===== src/rtl/sdram_port_arbiter.sv =====
// rtl/sdram_port_arbiter.sv - round-robin N-channel request/ack arbiter in front of the byte-wide SDRAM controller
// Optional feature macro: ARB_LOCK_EN (lock forces grants to channel 0 while high)
module sdram_port_arbiter #(
  parameter int NUM_CH     = 3,
  parameter int ADDR_WIDTH = 23,
  parameter int DATA_WIDTH = 8
) (
  input  logic                         clk_sys,
  input  logic                         reset,
  input  logic [NUM_CH-1:0]            req,
  input  logic [NUM_CH-1:0]            we,
  input  logic [NUM_CH*ADDR_WIDTH-1:0] addr,
  input  logic [NUM_CH*DATA_WIDTH-1:0] din,
  output logic [NUM_CH-1:0]            ack,
  output logic [NUM_CH*DATA_WIDTH-1:0] dout,
  output logic                         busy,
  output logic [$clog2(NUM_CH)-1:0]    grant_id,
  input  logic                         lock,
  output logic [ADDR_WIDTH-1:0]        mem_addr,
  output logic [DATA_WIDTH-1:0]        mem_din,
  output logic                         mem_we,
  output logic                         mem_rd,
  input  logic [DATA_WIDTH-1:0]        mem_dout,
  input  logic                         mem_ready
);

  localparam int            CW      = $clog2(NUM_CH);
  localparam logic [CW-1:0] LAST_CH = CW'(NUM_CH - 1);

  typedef enum logic [1:0] {S_IDLE, S_BUSY, S_ACK} state_t;

  state_t                       state_q;
  logic [NUM_CH-1:0]            ack_q;
  logic [NUM_CH*DATA_WIDTH-1:0] dout_q;
  logic                         busy_q;
  logic [CW-1:0]                grant_q;
  logic [CW-1:0]                rr_q;
  logic [ADDR_WIDTH-1:0]        addr_q;
  logic [DATA_WIDTH-1:0]        din_q;
  logic                         we_q;
  logic                         mem_we_q;
  logic                         mem_rd_q;
  logic                         locked_q;

  logic [CW-1:0] rr_id;
  logic          rr_vld;
  logic [CW-1:0] cand;
  logic [CW-1:0] pick_id_d;
  logic          pick_vld_d;
  logic          pick_lock_d;

  // Round-robin search: walk from the highest offset down so the channel closest to rr_q wins
  always_comb begin
    rr_id  = '0;
    rr_vld = 1'b0;
    cand   = '0;
    for (int i = NUM_CH - 1; i >= 0; i--) begin
      cand = CW'((int'(rr_q) + i) % NUM_CH);
      if (req[cand]) begin
        rr_vld = 1'b1;
        rr_id  = cand;
      end
    end
  end

`ifdef ARB_LOCK_EN
  // Lock hands the port to channel 0 only; such grants do not move the rr pointer
  assign pick_lock_d = lock;
  assign pick_vld_d  = lock ? req[0] : rr_vld;
  assign pick_id_d   = lock ? '0 : rr_id;
`else
  logic unused_lock;
  assign unused_lock = lock;
  assign pick_lock_d = 1'b0;
  assign pick_vld_d  = rr_vld;
  assign pick_id_d   = rr_id;
`endif

  // Access FSM: IDLE grants and latches, BUSY holds the strobe until mem_ready, ACK pulses ack
  always_ff @(posedge clk_sys) begin
    if (reset) begin
      state_q  <= S_IDLE;
      ack_q    <= '0;
      dout_q   <= '0;
      busy_q   <= 1'b0;
      grant_q  <= '0;
      rr_q     <= '0;
      addr_q   <= '0;
      din_q    <= '0;
      we_q     <= 1'b0;
      mem_we_q <= 1'b0;
      mem_rd_q <= 1'b0;
      locked_q <= 1'b0;
    end else begin
      ack_q <= '0;
      case (state_q)
        S_IDLE: begin
          if (pick_vld_d) begin
            grant_q  <= pick_id_d;
            locked_q <= pick_lock_d;
            addr_q   <= addr[pick_id_d*ADDR_WIDTH +: ADDR_WIDTH];
            din_q    <= din[pick_id_d*DATA_WIDTH +: DATA_WIDTH];
            we_q     <= we[pick_id_d];
            mem_we_q <= we[pick_id_d];
            mem_rd_q <= ~we[pick_id_d];
            busy_q   <= 1'b1;
            state_q  <= S_BUSY;
          end
        end
        S_BUSY: begin
          if (mem_ready) begin
            mem_we_q <= 1'b0;
            mem_rd_q <= 1'b0;
            if (!we_q) begin
              dout_q[grant_q*DATA_WIDTH +: DATA_WIDTH] <= mem_dout;
            end
            ack_q[grant_q] <= 1'b1;
            state_q        <= S_ACK;
          end
        end
        S_ACK: begin
          busy_q <= 1'b0;
          if (!locked_q) begin
            rr_q <= (grant_q == LAST_CH) ? '0 : grant_q + 1'b1;
          end
          state_q <= S_IDLE;
        end
        default: state_q <= S_IDLE;
      endcase
    end
  end

  assign ack      = ack_q;
  assign dout     = dout_q;
  assign busy     = busy_q;
  assign grant_id = grant_q;
  assign mem_addr = addr_q;
  assign mem_din  = din_q;
  assign mem_we   = mem_we_q;
  assign mem_rd   = mem_rd_q;

endmodule

===== config.mk =====
export PLATFORM = sky130hd
export DESIGN_NAME = sdram_port_arbiter
export DESIGN_NICKNAME = d
export VERILOG_FILES = /design/src/rtl/sdram_port_arbiter.sv
export SDC_FILE = /design/constraint.sdc
export NUM_CORES = 1
export LEC_CHECK = 0
export ABC_AREA = 1
export BUFFER_PORTS_ARGS = -buffer_cell sky130_fd_sc_hd__buf_2
export CORE_ASPECT_RATIO = 1.5
export CORE_MARGIN = 3
export CORE_UTILIZATION = 50
export CTS_CLUSTER_DIAMETER = 60
export DETAILED_ROUTE_END_ITERATION = 12
export PLACE_DENSITY = 0.95
export SLEW_MARGIN = 20
export SYNTH_ARGS = -nofsm -noshare
export SYNTH_HDL_FRONTEND = slang
export SYNTH_SLANG_ARGS = --single-unit

===== constraint.sdc =====
create_clock -name clk_sys -period 4.7 [get_ports clk_sys]
set_clock_uncertainty 0.1 [all_clocks]
set_input_delay 0.94 -clock clk_sys [delete_from_list [all_inputs] [get_ports clk_sys]]
set_output_delay 0.94 -clock clk_sys [all_outputs]
set_load 0.03 [all_outputs]

======== After elaboration in Yosys (flattened, before gate mapping) ========
Index checks and enable logic that the tools add are counted.
storage, ports and cells
  register bits ........................... 68
  bits of input ports ..................... 111
  output and inout bits ................... 63
cells by class
  add/sub/neg operators ................... 4
  multiply operators ...................... 1
  div/mod/pow operators ................... 3
  $lt $le $gt $ge ......................... 6
  equality and inequality tests ........... 5
  shift-type cells ........................ 4
  multiplexer cells ....................... 28
  bitwise logic cells ..................... 4
  reduce and logical (&&, ||, !) cells .... 10
operator list
  cell                                                                      count
  69-bit by 8-bit indexed part select with 23-bit output                    1
  32-bit by 3-bit remainder unit with 32-bit output, second input constant  2
  5-bit negation with 34-bit output                                         1
  8-bit by 34-bit variable shift with 24-bit output, first input constant   1
  8-bit by 34-bit indexed part select with 24-bit output                    1
  3-bit by 3-bit remainder unit with 32-bit output, second input constant   1
  24-bit bitwise mux                                                        1
  24-bit by 6-bit indexed part select with 8-bit output                     1
  2-bit by 3-bit < comparator with 1-bit output, second input constant      5
  1-bit 2-to-1 mux                                                          12
  2-bit 2-to-1 mux                                                          6
  1-bit binary-select mux with 2-bit select                                 4
  2-bit by 5-bit multiplier with 7-bit output, second input constant        1
  1-bit one-hot mux with 2 select lines                                     3
  2-bit AND reduction                                                       3
  3-bit AND reduction                                                       2
  2-bit == test, second input constant                                      2
  2-bit != test, second input constant                                      2
  1-bit inverter                                                            4
  2-bit one-hot mux with 2 select lines                                     1
  2-bit nonzero test                                                        2
  2-bit by 1-bit adder with 3-bit output, second input constant             1
  2-bit by 2-bit adder with 3-bit output, second input constant             1
  3-bit OR reduction                                                        1
  other kinds (6)                                                           6

======== Logic depth before layout (Yosys ltp) ========
  depth in word-level cells ............... 12
  gate-level depth with buffers ........... 16
  depth with buffers taken out ............ 16

======== Least setup slack after synthesis ========
OpenSTA, ideal clock, no wires.
  path type ............................... flip-flop to flip-flop
  start ................................... register grant_q[0], in the netlist grant_id[0]
  end ..................................... register dout_q[2], in the netlist dout[2]
  setup time .............................. 71 ps
  data arrival time ....................... 1972 ps
  required time ........................... 4529 ps
  setup slack ............................. 2557 ps
  stages on the path, launching flop included .. 7
  period minus slack after synthesis ...... 2143 ps
  cell sequence ........................... dfxtp_1 > inv_1 > ha_1 > clkbuf_1 > nor3_1 > nand3_1 > a21oi_1
between the ends
  longest elaborated chain between the ends .. 3
ends and longest elaborated chain
  element                                                                                                                      RTL line  source
  start, declared                                                                                                              36        logic [CW-1:0] grant_q;
  start signal, assigned                                                                                                       99        grant_q <= pick_id_d;
  5-bit negation with 34-bit output (*)                                                                                        115       dout_q[grant_q*DATA_WIDTH +: DATA_WIDTH] <= mem_dout;
  8-bit by 34-bit indexed part select with 24-bit output or 8-bit by 34-bit variable shift with 24-bit output (tied branches)  115
  24-bit bitwise mux (*)                                                                                                       115
  end signal, assigned by index                                                                                                115
  end, declared                                                                                                                34        logic [NUM_CH*DATA_WIDTH-1:0] dout_q;
Every way passes the cells marked *; elsewhere a longest branch is shown, timed or not.
A chain may end at the register's enable or synchronous reset.

======== Worst setup path after layout ========
  start ................................... register rr_q[0]
  end ..................................... register mem_rd_q, in the netlist mem_rd
between the ends
  longest elaborated chain between the ends .. 12
ends and longest elaborated chain
  element                                            RTL line  source
  start, declared                                    37        logic [CW-1:0] rr_q;
  start signal, assigned                             124       rr_q <= (grant_q == LAST_CH) ? '0 : grant_q + 1'b1;
  2-bit by 2-bit adder with 3-bit output             58        cand = CW'((int'(rr_q) + i) % NUM_CH);
  32-bit by 3-bit remainder unit with 32-bit output  58
  1-bit binary-select mux with 2-bit select          59        if (req[cand]) begin
  1-bit 2-to-1 mux (implied by the code)             59
  2-bit 2-to-1 mux (3 in series)                     59
  1-bit binary-select mux with 2-bit select          105       mem_rd_q <= ~we[pick_id_d];
  1-bit 2-to-1 mux (implied by the code)             105
  1-bit inverter                                     105
  1-bit 2-to-1 mux                                   98        if (pick_vld_d) begin
  1-bit one-hot mux with 2 select lines              96        case (state_q)
  end signal, assigned                               105
  end, declared                                      42        logic mem_rd_q;
Parallel ways exist; a longest one is shown, timed or not. The select of a mux whose other input is x is not followed.

==> results_dict.tcl <==
set metrics [dict create \
    wirelength_mm 11.3 \
    ioPinCount 174 \
    cts_buffers 9 \
    outcome "finished, final reports clean" \
    crit_fanout 21 \
    clock_latency_ps 340 \
    min_path_type "flop to flop" \
    synth_ff_type "dfxtp_1" \
    cts_setup_buffers 0 \
    setup_violations 0 \
    postSynthCellCount 498 \
    path_buf_inv 3 \
    final_nets 770 \
    wl_per_cell_um 15.4 \
    period_share 0.767 \
    arrival_ps 3730 \
    start_util 0.519 \
    route.detailed.drc 0 \
    max-vdd-ir-drop_mv 0.247 \
    crit_chain "inv_1, ha_1, inv_2, nand2_1, nand2_1, nand2_1, nand2_1, nand2_1, nand2_1, inv_1, nor2_2, nand3_1, and3_1" \
    htree_levels 3 \
    synth_top_family_by_area "simple AND/OR/NAND/NOR gates" \
    cts_tree "built" \
    fin_tns_setup_ps 0 \
    cpLargestDelayFamily "simple AND/OR/NAND/NOR gates" \
    dpl.hpwl_mm 8.18 \
    max_cap_violations 0 \
    grt_max_degree 43 \
    clkTransAtPathRegs_ps 80 \
    cp-end-kind "flop" \
    grt_pass1_vias 3738 \
    die_y_um 110 \
    synth-adder-area-share 0.0313 \
    firstDrtPassIters 5 \
    hold_viol 0 \
    port_buffers 172 \
    r2r_start "rr_q[0]$_SDFFE_PP0P_" \
    clock_path_buffers 2 \
    nFillCells 566 \
    tightest_slew_ps 841 \
    r2r_cells 13 \
    multi_input_area_sq_um 1820 \
    fp.dieArea_sq_um 8280 \
    hold_path_depth 2 \
    criticalPathCategory "flop to flop" \
    die_w_um 75.3 \
    yosysWarnings 0 \
    cpPeakStageDelay_ps 690 \
    finalCriticalPeriod_ps 3600 \
    synth.avg_cell_area_sq_um 7.23 \
    drive_gt1_frac 0.308 \
    avgViaCountPerCell 5.56 \
    postRouteAntennaNets 0 \
    vias 4079 \
    area_delta_synth_final_pct 27.7 \
    cp_common_cell "nand2_1" \
    ys_async_sr_fraction 0 \
    cts-resized-gates 0 \
    seq_area_frac_synth 0.378 \
    synth_xor_area_frac 0 \
    placed_cell_area_sq_um 4400 \
    gp_congestion 0.903 \
    grt_pass1_wl_mm 16.8 \
    fin_hold_ws_ps 358 \
    synth.area.mux_share 0 \
    regArea_sq_um 1360 \
    synth-seq-cells 68 \
    critPathSlowestCell "nor2_2" \
    cts_hold_buffers 0 \
    layout_common_cells "buf_2, nand2_1, dfxtp_1" \
    rr_endpoint "mem_rd$_SDFFE_PP0P_" \
    antenna_found_initial 0 \
    yosys.area_share.simple 0.246 \
    synth-edff-count 0 \
    fp.coreArea_sq_um 6940 \
    max_freq_mhz 278 \
    rrSetupSlack_ps 1100 \
    final_common_cell "buf_2" \
    grt_usage 0.260 \
    drtIter0Drc 353 \
    slew_viol_final 0 \
    stdcell_area_sq_um 4600 \
    hp-start "dout[8]$_SDFFE_PP0P_" \
    synth_nets 618 \
    whs_endpoint "dout[8]$_SDFFE_PP0P_" \
    netlist_area_sq_um 3600 \
    ys_types 27 \
    std_cell_rows 37 \
    cp-start-kind "flop" \
    max-slew-margin-rel 0.435 \
    critPathRequiredTime_ps 4830 \
    p_leak_nw 2.40 \
    cts_root_buf "clkbuf_8" \
    overflow 0 \
    synth_compound_area_frac 0.229 \
    insertedDiodeCount 0 \
    power_density_nw_per_um2 394 \
    rsz0062_at_grt "false" \
    clock-sinks 68 \
]
-- final cells by class --
type                    instances  area share
well taps                      78      0.0212
clock inverters                 7      0.0166
clock buffers                   9      0.0269
inverters                      69      0.0563
multi-input cells             330       0.396
repair buffers                172       0.187
flip-flops and latches         68       0.296
-- registers in the layout, summed over array words and instances (netlist names), 2 cells and up --
register,count
state_q,2
mem_din,8
grant_id,2
mem_addr,23
ack,3
rr_q,2
dout,24
-- stage by stage --
stage                     worst slack [ps]  power, mW  cells  utilization
after global routing                   722       1.91    733        0.662
after detailed placement               952       1.33    717        0.634
final                                 1100       1.81    733        0.662
after floorplan                       2560       1.15    498            -
after global placement                1060       1.31    717        0.634
after CTS                             1130       1.81    733        0.662
-- synthesized netlist by cell type, types with 10 or more instances --
cell type | n | area share
a31oi_1 | 16 | 0.028
nand3_1 | 41 | 0.057
nand2_1 | 79 | 0.082
inv_1 | 65 | 0.068
o21ai_0 | 29 | 0.040
nand3b_1 | 31 | 0.065
clkbuf_1 | 10 | 0.010
dfxtp_1 | 68 | 0.38
a21oi_1 | 65 | 0.090
nor2_1 | 15 | 0.016
a211oi_1 | 18 | 0.038
buf_2 | 15 | 0.021
-- per-layer routing --
layer | wire length [um] | GRT usage
met4 | 560 | 0.154
met5 | 0 | 0
met1 | 4170 | 0.276
met2 | 5570 | 0.450
met3 | 1020 | 0.0668
-- worst min-delay path: cells and delay by family (launching register included) --
| family | cells | cell delay (ps) |
|---|---|---|
| flip-flops | 1 | 320 |
| buffers and inverters | 1 | 50 |
| AO/OA/AOI/OAI | 1 | 50 |
-- logic make-up (layout without fill, tap and decap cells) --
| family | Yosys count | count (layout) |
|---|---|---|
| adder cells (fa/ha/maj) | 9 | 9 |
| buffers and inverters | 100 | 257 |
| AO/OA/AOI/OAI | 142 | 142 |
| flip-flops | 68 | 68 |
| AND/OR/NAND/NOR | 179 | 179 |
-- power breakdown --
group          switching (mW)  internal [mW]
clock network           0.237          0.248
registers              0.0377          0.649
logic                   0.447          0.194
total                   0.722           1.09
-- how the worst max path moves through the flow --
stage	startpoint	cells after the start	end
6_report	rr_q[0]$_SDFFE_PP0P_	13	mem_rd$_SDFFE_PP0P_
5_1_grt	rr_q[0]$_SDFFE_PP0P_	15	we_q$_SDFFE_PP0P_
4_1_cts	rr_q[0]$_SDFFE_PP0P_	13	mem_rd$_SDFFE_PP0P_
3_5_place_dp	req[1]	11	mem_rd$_SDFFE_PP0P_
3_3_place_gp	req[1]	9	mem_rd$_SDFFE_PP0P_
2_1_floorplan	grant_id[0]$_SDFFE_PP0P_	6	dout[2]$_SDFFE_PP0P_
Power figures use the tool's default switching activity.
